[src/rtl/ex_muldiv_stage.sv]
// EX stage of a MIPS-style pipeline: forwarding muxes, ALU, and an iterative
// multiply/divide unit that owns the HI/LO registers.
module ex_muldiv_stage #(
    parameter int DATA_WIDTH = 32
) (
    input  logic                  clk,
    input  logic                  reset,
    input  logic                  in_valid,
    input  logic [31:0]           id_ex_instr,
    input  logic [1:0]            id_ex_alu_op,
    input  logic [DATA_WIDTH-1:0] id_ex_reg1,
    input  logic [DATA_WIDTH-1:0] id_ex_reg2,
    input  logic [DATA_WIDTH-1:0] id_ex_imm_value,
    input  logic [DATA_WIDTH-1:0] ex_mem_alu_result,
    input  logic [DATA_WIDTH-1:0] mem_wb_write_back_result,
    input  logic                  id_ex_alu_src,
    input  logic [1:0]            Forward_A,
    input  logic [1:0]            Forward_B,
    output logic [DATA_WIDTH-1:0] alu_in2_out,
    output logic [DATA_WIDTH-1:0] alu_result,
    output logic                  stall,
    output logic                  muldiv_busy,
    output logic [DATA_WIDTH-1:0] hi_out,
    output logic [DATA_WIDTH-1:0] lo_out
);
    localparam int W     = DATA_WIDTH;
    localparam int CNT_W = $clog2(DATA_WIDTH);
    localparam logic [CNT_W-1:0] CNT_LAST = CNT_W'(DATA_WIDTH - 1);

    localparam logic [1:0] ST_IDLE = 2'd0;
    localparam logic [1:0] ST_MUL  = 2'd1;
    localparam logic [1:0] ST_DIV  = 2'd2;

    localparam logic [5:0] F_MFHI = 6'h10;
    localparam logic [5:0] F_MTHI = 6'h11;
    localparam logic [5:0] F_MFLO = 6'h12;
    localparam logic [5:0] F_MTLO = 6'h13;
    localparam logic [5:0] F_ADD  = 6'h20;
    localparam logic [5:0] F_SUB  = 6'h22;
    localparam logic [5:0] F_AND  = 6'h24;
    localparam logic [5:0] F_OR   = 6'h25;
    localparam logic [5:0] F_NOR  = 6'h27;
    localparam logic [5:0] F_SLT  = 6'h2A;

    logic [5:0]     funct_s;
    logic           unused_instr_s;
    logic [W-1:0]   op1_s, fwd_b_s, op2_s, alu_res_s;
    logic           is_rtype_s, is_hilo_s, is_muldiv_s, start_s, busy_s;
    logic           wr_hi_s, wr_lo_s, slt_s;
    logic           is_signed_s, a_neg_s, b_neg_s;
    logic [W-1:0]   a_mag_s, b_mag_s;
    logic [W:0]     mul_sum_s, div_shift_s, div_diff_s;
    logic [W-1:0]   mul_hi_nxt_s, mul_lo_nxt_s, div_hi_nxt_s, div_lo_nxt_s;
    logic [2*W-1:0] prod_s, prod_fin_s;
    logic [W-1:0]   div_hi_fin_s, div_lo_fin_s;

    logic [1:0]       state_r;
    logic [CNT_W-1:0] cnt_r;
    logic [W-1:0]     hi_r, lo_r, acc_hi_r, acc_lo_r, opd_r, dividend_r;
    logic             neg_res_r, neg_rem_r, div_zero_r;

    assign funct_s        = id_ex_instr[5:0];
    assign unused_instr_s = ^id_ex_instr[31:6];
    assign busy_s         = (state_r != ST_IDLE);

    // Forwarding muxes and operand-B source select
    always_comb begin
        case (Forward_A)
            2'b01:   op1_s = mem_wb_write_back_result;
            2'b10:   op1_s = ex_mem_alu_result;
            default: op1_s = id_ex_reg1;
        endcase
        case (Forward_B)
            2'b01:   fwd_b_s = mem_wb_write_back_result;
            2'b10:   fwd_b_s = ex_mem_alu_result;
            default: fwd_b_s = id_ex_reg2;
        endcase
        if (id_ex_alu_src) begin
            op2_s = id_ex_imm_value;
        end else begin
            op2_s = fwd_b_s;
        end
    end

    // HI/LO instruction decode and unit start / move-to qualifiers
    always_comb begin
        is_rtype_s  = (id_ex_alu_op == 2'b10);
        is_muldiv_s = is_rtype_s && (funct_s[5:2] == 4'b0110);
        case (funct_s)
            F_MFHI, F_MTHI, F_MFLO, F_MTLO: is_hilo_s = is_rtype_s;
            default:                        is_hilo_s = is_muldiv_s;
        endcase
        start_s = in_valid && is_muldiv_s && !busy_s;
        wr_hi_s = in_valid && is_rtype_s && (funct_s == F_MTHI) && !busy_s;
        wr_lo_s = in_valid && is_rtype_s && (funct_s == F_MTLO) && !busy_s;
    end

    // Main ALU
    always_comb begin
        slt_s     = ($signed(op1_s) < $signed(op2_s));
        alu_res_s = {W{1'b0}};
        case (id_ex_alu_op)
            2'b00: alu_res_s = op1_s + op2_s;
            2'b01: alu_res_s = op1_s - op2_s;
            2'b11: alu_res_s = op1_s | op2_s;
            2'b10: begin
                case (funct_s)
                    F_ADD:   alu_res_s = op1_s + op2_s;
                    F_SUB:   alu_res_s = op1_s - op2_s;
                    F_AND:   alu_res_s = op1_s & op2_s;
                    F_OR:    alu_res_s = op1_s | op2_s;
                    F_NOR:   alu_res_s = ~(op1_s | op2_s);
                    F_SLT:   alu_res_s = {{(W-1){1'b0}}, slt_s};
                    F_MFHI:  alu_res_s = hi_r;
                    F_MFLO:  alu_res_s = lo_r;
                    default: alu_res_s = {W{1'b0}};
                endcase
            end
            default: alu_res_s = {W{1'b0}};
        endcase
    end

    // Operand magnitudes; funct bit 0 clear means the signed variant
    always_comb begin
        is_signed_s = !funct_s[0];
        a_neg_s     = is_signed_s && op1_s[W-1];
        b_neg_s     = is_signed_s && fwd_b_s[W-1];
        if (a_neg_s) begin
            a_mag_s = -op1_s;
        end else begin
            a_mag_s = op1_s;
        end
        if (b_neg_s) begin
            b_mag_s = -fwd_b_s;
        end else begin
            b_mag_s = fwd_b_s;
        end
    end

    // One shift-add / restoring-divide step plus sign fix-up of the final step
    always_comb begin
        mul_sum_s    = {1'b0, acc_hi_r} + (acc_lo_r[0] ? {1'b0, opd_r} : {(W+1){1'b0}});
        mul_hi_nxt_s = mul_sum_s[W:1];
        mul_lo_nxt_s = {mul_sum_s[0], acc_lo_r[W-1:1]};
        div_shift_s  = {acc_hi_r, acc_lo_r[W-1]};
        div_diff_s   = div_shift_s - {1'b0, opd_r};
        if (!div_diff_s[W]) begin
            div_hi_nxt_s = div_diff_s[W-1:0];
            div_lo_nxt_s = {acc_lo_r[W-2:0], 1'b1};
        end else begin
            div_hi_nxt_s = div_shift_s[W-1:0];
            div_lo_nxt_s = {acc_lo_r[W-2:0], 1'b0};
        end
        prod_s = {mul_hi_nxt_s, mul_lo_nxt_s};
        if (neg_res_r) begin
            prod_fin_s = -prod_s;
        end else begin
            prod_fin_s = prod_s;
        end
        if (div_zero_r) begin
            div_hi_fin_s = dividend_r;
            div_lo_fin_s = {W{1'b1}};
        end else begin
            div_hi_fin_s = neg_rem_r ? -div_hi_nxt_s : div_hi_nxt_s;
            div_lo_fin_s = neg_res_r ? -div_lo_nxt_s : div_lo_nxt_s;
        end
    end

    // Multiply/divide FSM, iteration registers and HI/LO
    always_ff @(posedge clk) begin
        if (reset) begin
            state_r    <= ST_IDLE;
            cnt_r      <= {CNT_W{1'b0}};
            hi_r       <= {W{1'b0}};
            lo_r       <= {W{1'b0}};
            acc_hi_r   <= {W{1'b0}};
            acc_lo_r   <= {W{1'b0}};
            opd_r      <= {W{1'b0}};
            dividend_r <= {W{1'b0}};
            neg_res_r  <= 1'b0;
            neg_rem_r  <= 1'b0;
            div_zero_r <= 1'b0;
        end else begin
            case (state_r)
                ST_IDLE: begin
                    cnt_r <= {CNT_W{1'b0}};
                    if (start_s) begin
                        state_r    <= funct_s[1] ? ST_DIV : ST_MUL;
                        acc_hi_r   <= {W{1'b0}};
                        acc_lo_r   <= funct_s[1] ? a_mag_s : b_mag_s;
                        opd_r      <= funct_s[1] ? b_mag_s : a_mag_s;
                        dividend_r <= op1_s;
                        neg_res_r  <= a_neg_s ^ b_neg_s;
                        neg_rem_r  <= a_neg_s;
                        div_zero_r <= (fwd_b_s == {W{1'b0}});
                    end
                    if (wr_hi_s) begin
                        hi_r <= op1_s;
                    end
                    if (wr_lo_s) begin
                        lo_r <= op1_s;
                    end
                end
                ST_MUL: begin
                    cnt_r    <= cnt_r + CNT_W'(1);
                    acc_hi_r <= mul_hi_nxt_s;
                    acc_lo_r <= mul_lo_nxt_s;
                    if (cnt_r == CNT_LAST) begin
                        state_r <= ST_IDLE;
                        hi_r    <= prod_fin_s[2*W-1:W];
                        lo_r    <= prod_fin_s[W-1:0];
                    end
                end
                ST_DIV: begin
                    cnt_r    <= cnt_r + CNT_W'(1);
                    acc_hi_r <= div_hi_nxt_s;
                    acc_lo_r <= div_lo_nxt_s;
                    if (cnt_r == CNT_LAST) begin
                        state_r <= ST_IDLE;
                        hi_r    <= div_hi_fin_s;
                        lo_r    <= div_lo_fin_s;
                    end
                end
                default: state_r <= ST_IDLE;
            endcase
        end
    end

    assign alu_in2_out = fwd_b_s;
    assign alu_result  = alu_res_s;
    assign stall       = busy_s && in_valid && is_hilo_s;
    assign muldiv_busy = busy_s;
    assign hi_out      = hi_r;
    assign lo_out      = lo_r;
endmodule

[config.mk]
export PLATFORM = sky130hd
export DESIGN_NAME = ex_muldiv_stage
export DESIGN_NICKNAME = d
export VERILOG_FILES = /design/src/rtl/ex_muldiv_stage.sv
export SDC_FILE = /design/constraint.sdc
export NUM_CORES = 1
export LEC_CHECK = 0
export BUFFER_PORTS_ARGS = -buffer_cell sky130_fd_sc_hd__buf_2
export CORE_UTILIZATION = 45
export CTS_CLUSTER_DIAMETER = 120
export DETAILED_ROUTE_END_ITERATION = 7
export SETUP_SLACK_MARGIN = 0.5
export SLEW_MARGIN = 20
export SYNTH_ARGS = -nofsm -noshare
export SYNTH_HDL_FRONTEND = slang
export SYNTH_SLANG_ARGS = --single-unit
[constraint.sdc]
create_clock -name clk -period 8.3 [get_ports clk]
set_clock_uncertainty 0.1 [all_clocks]
set_input_delay 1.66 -clock clk [delete_from_list [all_inputs] [get_ports clk]]
set_output_delay 1.66 -clock clk [all_outputs]
set_load 0.01 [all_outputs]
Yosys cells after proc, flatten, opt, wreduce, memory -nomap -nowiden

Cells that the tools add are included.

$add $sub $neg: 10
Multipliers: 0
Div/mod/pow operators: 0
Order comparisons: 1
Equal/unequal tests: 27
Shifts and indexed selects: 0
Mux-type cells: 35
Bitwise gates (word level): 4
Reductions and logical operators: 27

Operators by type and width:

| cell               | count |
|---|---|
| $mux 32            | 19 |
| $pmux 32 s3        | 4 |
| $pmux 32 s8        | 1 |
| $neg 32->32        | 4 |
| $pmux 32 s2        | 2 |
| $pmux 32 s4        | 1 |
| $mux 64            | 1 |
| $neg 64->64        | 1 |
| $eq 6x6->1 const B | 6 |
| $add 32x32->33     | 1 |
| $sub 33x32->33     | 1 |
| $add 32x32->32     | 1 |
| $and 32x32->32     | 1 |
| $logic_not 32->1   | 1 |
| $lt 32x32->1       | 1 |
| $not 32->32        | 1 |
| $or 32x32->32      | 1 |
| $sub 32x32->32     | 1 |
| $eq 6x5->1 const B | 4 |
| $logic_and 1x1->1  | 12 |
| $eq 2x2->1 const B | 5 |
| $ne 2x2->1 const B | 5 |
| $pmux 5 s2         | 1 |
| $eq 2x1->1 const B | 4 |
| 16 further kinds   | 25 |

Register bits after elaboration: 202
Latch bits: 0
RAM bits: 0
Memory bits (read-only): 0
Output and inout bits: 130
Word-level logic and storage cells: 115
Memories: 0

Logic depth before layout (Yosys ltp)

Depth in word-level cells: 7
Mapped depth: 25
Depth with buffers taken out: 21

Worst setup path before layout

OpenSTA, ideal clock, no wires.

Kind: input-to-output
From: input Forward_B[0]
To: output alu_result[30]
Arrival time: 6.353 ns
Setup slack: 0.187 ns
Cell stages on the path: 21
Cells stage by stage: inv_1 > ha_1 > clkbuf_1 > clkbuf_1 > a22oi_1 > o21ai_0 > inv_1 > o21ai_0 > fa_1 > o21bai_1 > a21oi_1 > o21bai_1 > a2111oi_0 > nor2_1 > a221oi_1 > o41ai_1 > nor3b_1 > nor2_1 > o31ai_1 > a221o_1 > a21o_1

Elaborated cells on any way between the ends: 11
Classes of those cells: add/sub: 2; eq/ne: 2; mux: 4; bitwise: 3

RTL lines:

| element                                                 | line | text |
|---|---|---|
| start: declaration                                      | 18   | `input logic [1:0] Forward_B,` |
| $eq 2x2->1 / $eq 2x1->1 (equally long branches)         | 73   | `case (Forward_B)` |
| $pmux 32 s2 *                                           | 73   |  |
| named net alu_in2_out[1]                                | 19   | `output logic [DATA_WIDTH-1:0] alu_in2_out,` |
| $mux 32 *                                               | 78   | `if (id_ex_alu_src) begin` |
| $sub 32x32->32 / $add 32x32->32 (equally long branches) | -    |  |
| $pmux 32 s8                                             | 107  | `case (funct_s)` |
| $pmux 32 s4 *                                           | 102  | `case (id_ex_alu_op)` |
| end: declaration                                        | 20   | `output logic [DATA_WIDTH-1:0] alu_result,` |

The timed path passes the listed nets; every way through them passes the cells marked *.

Worst setup path after layout

From: input Forward_A[0]
To: output alu_result[30]

Elaborated cells on any way between the ends: 10
Classes of those cells: add/sub: 2; eq/ne: 2; mux: 3; bitwise: 3

RTL lines:

| element                                                 | line | text |
|---|---|---|
| start: declaration                                      | 17   | `input logic [1:0] Forward_A,` |
| $eq 2x2->1 / $eq 2x1->1 (equally long branches)         | 68   | `case (Forward_A)` |
| $pmux 32 s2 *                                           | 68   |  |
| named net op1_s[6]                                      | 47   | `logic [W-1:0] op1_s, fwd_b_s, op2_s, alu_res_s;` |
| $sub 32x32->32 / $add 32x32->32 (equally long branches) | -    |  |
| $pmux 32 s8                                             | 107  |  |
| $pmux 32 s4 *                                           | 102  |  |

Marked as above.

==> summary.json <==
{
  "setup-tns-final": {"value": 0, "unit": "ns"},
  "cts_htree_levels": {"value": 1},
  "timing_worst_setup_path_type": {"value": "input pin to output port"},
  "power-per-cell-area": {"value": 138, "unit": "nW/um^2"},
  "achievable-frequency": {"value": 129, "unit": "MHz"},
  "ctsLongestPathBuffers": {"value": 3},
  "globalRouteTotalUtil": {"value": 0.431},
  "route.detailed.drc": {"value": 1},
  "run_status": {"value": "complete, but fails checks"},
  "kind_of_launch_point_of_the_worst_setup_path": {"value": "input pin"},
  "post_route_cells_drive_above_1_share": {"value": 0.177},
  "setup.worst_path.end_class": {"value": "output port"},
  "final_core_utilization": {"value": 0.535},
  "via_count": {"value": 31800},
  "max_cap_violations": {"value": 0},
  "finish.net_count": {"value": 4426},
  "netlist_area": {"value": 25900, "unit": "um^2"},
  "antenna_violations_before_repair": {"value": 12},
  "starting_utilization_of_the_core_area": {"value": 0.457},
  "share_of_async_settable_or_async_resettable_flops_after_synthesis": {"value": 0},
  "clock-root-buffer": {"value": "sky130_fd_sc_hd__clkbuf_16"},
  "cp.arrival": {"value": 5.97, "unit": "ns"},
  "slew_headroom": {"value": 0.158},
  "postLayoutCellArea": {"value": 30300, "unit": "um^2"},
  "detail_route.first_pass.iterations": {"value": 8},
  "drt_wl_total": {"value": 133, "unit": "mm"},
  "io_buffers": {"value": 305},
  "placement.cell_area": {"value": 28900, "unit": "um^2"},
  "first_global_vias": {"value": 28300},
  "dp.final_hpwl": {"value": 105, "unit": "mm"},
  "ctsHoldBuffers": {"value": 0},
  "final_min_period_over_clock_period": {"value": 0.931},
  "post_synth_main_area_contributors": {"value": "sky130_fd_sc_hd__dfxtp_1, sky130_fd_sc_hd__ha_1, sky130_fd_sc_hd__a21oi_1, sky130_fd_sc_hd__xnor2_1, sky130_fd_sc_hd__nor2_1"},
  "clk_transition_reported_paths": {"value": 0.06, "unit": "ns"},
  "dieArea": {"value": 58400, "unit": "um^2"},
  "synthDominantAreaCellType": {"value": "sky130_fd_sc_hd__dfxtp_1"},
  "worst_skew_pair.late_latency": {"value": 0.54, "unit": "ns"},
  "yosysWarningCount": {"value": 0},
  "grt_setup_unrepaired": {"value": "yes"},
  "synth_top_flop_cell": {"value": "sky130_fd_sc_hd__dfxtp_1"},
  "netlist.area_leader.share": {"value": 0.156},
  "ys_ff_latch": {"value": 202},
  "cts_buffers": {"value": 24},
  "setup_viol": {"value": 0},
  "fill_cells": {"value": 5895},
  "row_count": {"value": 87},
  "syn_avg_cell_area": {"value": 6.83, "unit": "um^2"},
  "gp_congestion": {"value": 1.07},
  "area_growth_syn_to_layout": {"value": 17.0, "unit": "%"},
  "clock_tree_from_tritoncts": {"value": "yes"},
  "ant_nets": {"value": 0},
  "timing.hold.ws": {"value": 0.349, "unit": "ns"},
  "required": {"value": 6.54, "unit": "ns"},
  "hold_path.class": {"value": "register to register"},
  "ys_seq_area_frac": {"value": 0.156},
  "grt_max_degree": {"value": 100},
  "timing_hold_violations_final": {"value": 0},
  "failed_checks": {"value": "DRC"},
  "synth_cells": {"value": 3788},
  "mostFrequentLayoutCell": {"value": "sky130_fd_sc_hd__nor2_1"},
  "chipHeight": {"value": 242, "unit": "um"},
  "first_pass_grt_wire_length": {"value": 191, "unit": "mm"},
  "core_region_area": {"value": 56600, "unit": "um^2"},
  "drtIter0Drc": {"value": 4477},
  "peakVddDrop": {"value": 0.148, "unit": "mV"},
  "dieWidth": {"value": 242, "unit": "um"},
  "netlist-cell-type-count": {"value": 89},
  "synth_enable_flop_cells": {"value": 0},
  "worst-path-max-fanout": {"value": 17},
  "routed_wire_length_per_instance": {"value": 27.6, "unit": "um"},
  "cts.sinks": {"value": 202},
  "grt_overflow_total": {"value": 0},
  "layout_common_cells": {"value": "sky130_fd_sc_hd__nor2_1, sky130_fd_sc_hd__a21oi_1, sky130_fd_sc_hd__nand2_1, sky130_fd_sc_hd__buf_2, sky130_fd_sc_hd__o21ai_0"},
  "routed_via_density": {"value": 6.59},
  "synthesis.nets": {"value": 4169},
  "post-route-min-period": {"value": 7.73, "unit": "ns"},
  "r2r_slack": {"value": 1.88, "unit": "ns"},
  "final-max-slew-violation-count": {"value": 0},
  "p_leak": {"value": 13.1, "unit": "nW"},
  "top_ports": {"value": 332},
  "tightest_pin_transition": {"value": 1.26, "unit": "ns"}
}
report_power, final:
part | total [W] | internal [W] | switching (W)
Combinational | 0.00204 | 0.000742 | 0.00130
Sequential | 0.000979 | 0.000973 | 0.00000604
Clock | 0.00115 | 0.000677 | 0.000470
layout make-up:
class / count / area [um^2] / area share
Clock buffer: 30 / 684 / 0.0226
Timing Repair Buffer: 521 / 3250 / 0.107
Inverter: 198 / 751 / 0.0248
Antenna cell: 7 / 17.5 / 0.000579
Sequential cell: 202 / 4050 / 0.134
Multi-Input combinational cell: 3098 / 20400 / 0.675
Tap cell: 756 / 946 / 0.0312
Clock inverter: 11 / 148 / 0.00488
through the flow:
step / power (W) / instances / setup slack, ns
final: 0.00417 / 4823 / 0.570
after CTS: 0.00402 / 4806 / 0.472
after global routing: 0.00430 / 4821 / 0.396
after detailed placement: 0.00287 / 4759 / 0.0495
after global placement: 0.00287 / 4759 / 0.0372
after floorplan: 0.00207 / 3788 / 0.530
layer usage:
| layer | track usage | up-vias | routed length, um |
|---|---|---|---|
| met5 | 0 | - | 60 |
| met4 | 0.172 | 8 | 6000 |
| met3 | 0.0950 | 318 | 15400 |
| met2 | 0.624 | 1941 | 55000 |
| met1 | 0.611 | 15100 | 56500 |
| li1 | - | 14400 | - |
sequential cells by signal (all words and copies together) (netlist names):
| signal | flops |
|---|---|
| acc_lo_r | 32 |
| lo_out | 32 |
| hi_out | 32 |
| cnt_r | 5 |
| acc_hi_r | 32 |
| neg_rem_r | 1 |
| state_r | 2 |
| opd_r | 32 |
| dividend_r | 32 |
| neg_res_r | 1 |
| div_zero_r | 1 |
logic make-up (layout without fill, tap and decap cells):
group / Yosys count / after routing / share of synthesized area
xor gates and xnor gates: 242 / 242 / 0.0819
AOI/OAI and AO/OA: 1396 / 1396 / 0.358
buffers and inverters: 488 / 760 / 0.0717
DFF: 202 / 202 / 0.156
other: 0 / 7 / 0
and+or+nand+nor: 1215 / 1215 / 0.217
muxes: 66 / 66 / 0.0275
adders and majority gates: 179 / 179 / 0.0878
repair_timing:
item                       in CTS  in global routing
pin swaps                       5                 18
setup buffers                   6                  9
gates resized for setup        36                 81
cloned                          0                  1
setup endpoints to repair      14                 16
final timing paths:
kind / startpoint / endpoint / cells past startpoint
worst max-delay path: Forward_A[0] / alu_result[30] / 23
worst min-delay path: opd_r[26] / opd_r[26] / 2
worst max register to register: acc_lo_r[31] / lo_out[10] / 21
worst min register to register: opd_r[26] / opd_r[26] / 2
worst max-delay path, stage by stage:
cell,delay [ns]
sky130_fd_sc_hd__buf_2,0.10
sky130_fd_sc_hd__inv_1,0.06
sky130_fd_sc_hd__ha_4,0.32
sky130_fd_sc_hd__buf_12,0.15
sky130_fd_sc_hd__clkinvlp_4,0.18
sky130_fd_sc_hd__buf_4,0.22
sky130_fd_sc_hd__o21ai_0,0.18
sky130_fd_sc_hd__buf_4,0.19
sky130_fd_sc_hd__inv_1,0.07
sky130_fd_sc_hd__ha_1,0.27
sky130_fd_sc_hd__a21o_1,0.20
sky130_fd_sc_hd__a31oi_1,0.14
sky130_fd_sc_hd__o21ai_1,0.14
sky130_fd_sc_hd__and4_1,0.25
sky130_fd_sc_hd__o21ai_1,0.21
sky130_fd_sc_hd__a21oi_1,0.18
sky130_fd_sc_hd__o21ai_2,0.20
sky130_fd_sc_hd__a21oi_1,0.11
sky130_fd_sc_hd__or2_2,0.33
sky130_fd_sc_hd__a311oi_2,0.27
sky130_fd_sc_hd__o221ai_1,0.19
sky130_fd_sc_hd__a21o_1,0.21
sky130_fd_sc_hd__buf_2,0.13
cells in the mapped netlist, types with 15 or more instances:
library cell / instances
sky130_fd_sc_hd__and3_1: 26
sky130_fd_sc_hd__o21ai_1: 20
sky130_fd_sc_hd__a221oi_1: 64
sky130_fd_sc_hd__or3_1: 60
sky130_fd_sc_hd__mux2_2: 27
sky130_fd_sc_hd__or4_1: 19
sky130_fd_sc_hd__o221ai_1: 18
sky130_fd_sc_hd__mux2i_1: 37
sky130_fd_sc_hd__nand3_1: 44
sky130_fd_sc_hd__o21bai_1: 23
sky130_fd_sc_hd__nor2_1: 446
sky130_fd_sc_hd__a211o_1: 24
sky130_fd_sc_hd__buf_1: 31
sky130_fd_sc_hd__a31oi_1: 26
sky130_fd_sc_hd__inv_1: 198
sky130_fd_sc_hd__o22ai_1: 33
sky130_fd_sc_hd__o21a_1: 34
sky130_fd_sc_hd__a221o_1: 71
sky130_fd_sc_hd__nand2_1: 359
sky130_fd_sc_hd__xor2_1: 48
sky130_fd_sc_hd__a21o_1: 54
sky130_fd_sc_hd__or2_2: 24
sky130_fd_sc_hd__o41ai_1: 17
sky130_fd_sc_hd__a22oi_1: 66
sky130_fd_sc_hd__o21ai_0: 260
sky130_fd_sc_hd__dfxtp_1: 202
sky130_fd_sc_hd__nor3_1: 74
sky130_fd_sc_hd__a21oi_1: 398
sky130_fd_sc_hd__and2_1: 21
sky130_fd_sc_hd__nor4_1: 15
sky130_fd_sc_hd__o211ai_1: 63
sky130_fd_sc_hd__xnor2_1: 194
sky130_fd_sc_hd__o31ai_1: 49
sky130_fd_sc_hd__nand4_1: 19
sky130_fd_sc_hd__clkbuf_1: 252
sky130_fd_sc_hd__nor2b_1: 26
sky130_fd_sc_hd__a211oi_1: 57
sky130_fd_sc_hd__ha_1: 175
sky130_fd_sc_hd__nand2b_1: 30
Note: power is estimated with default switching activity, not from simulation.
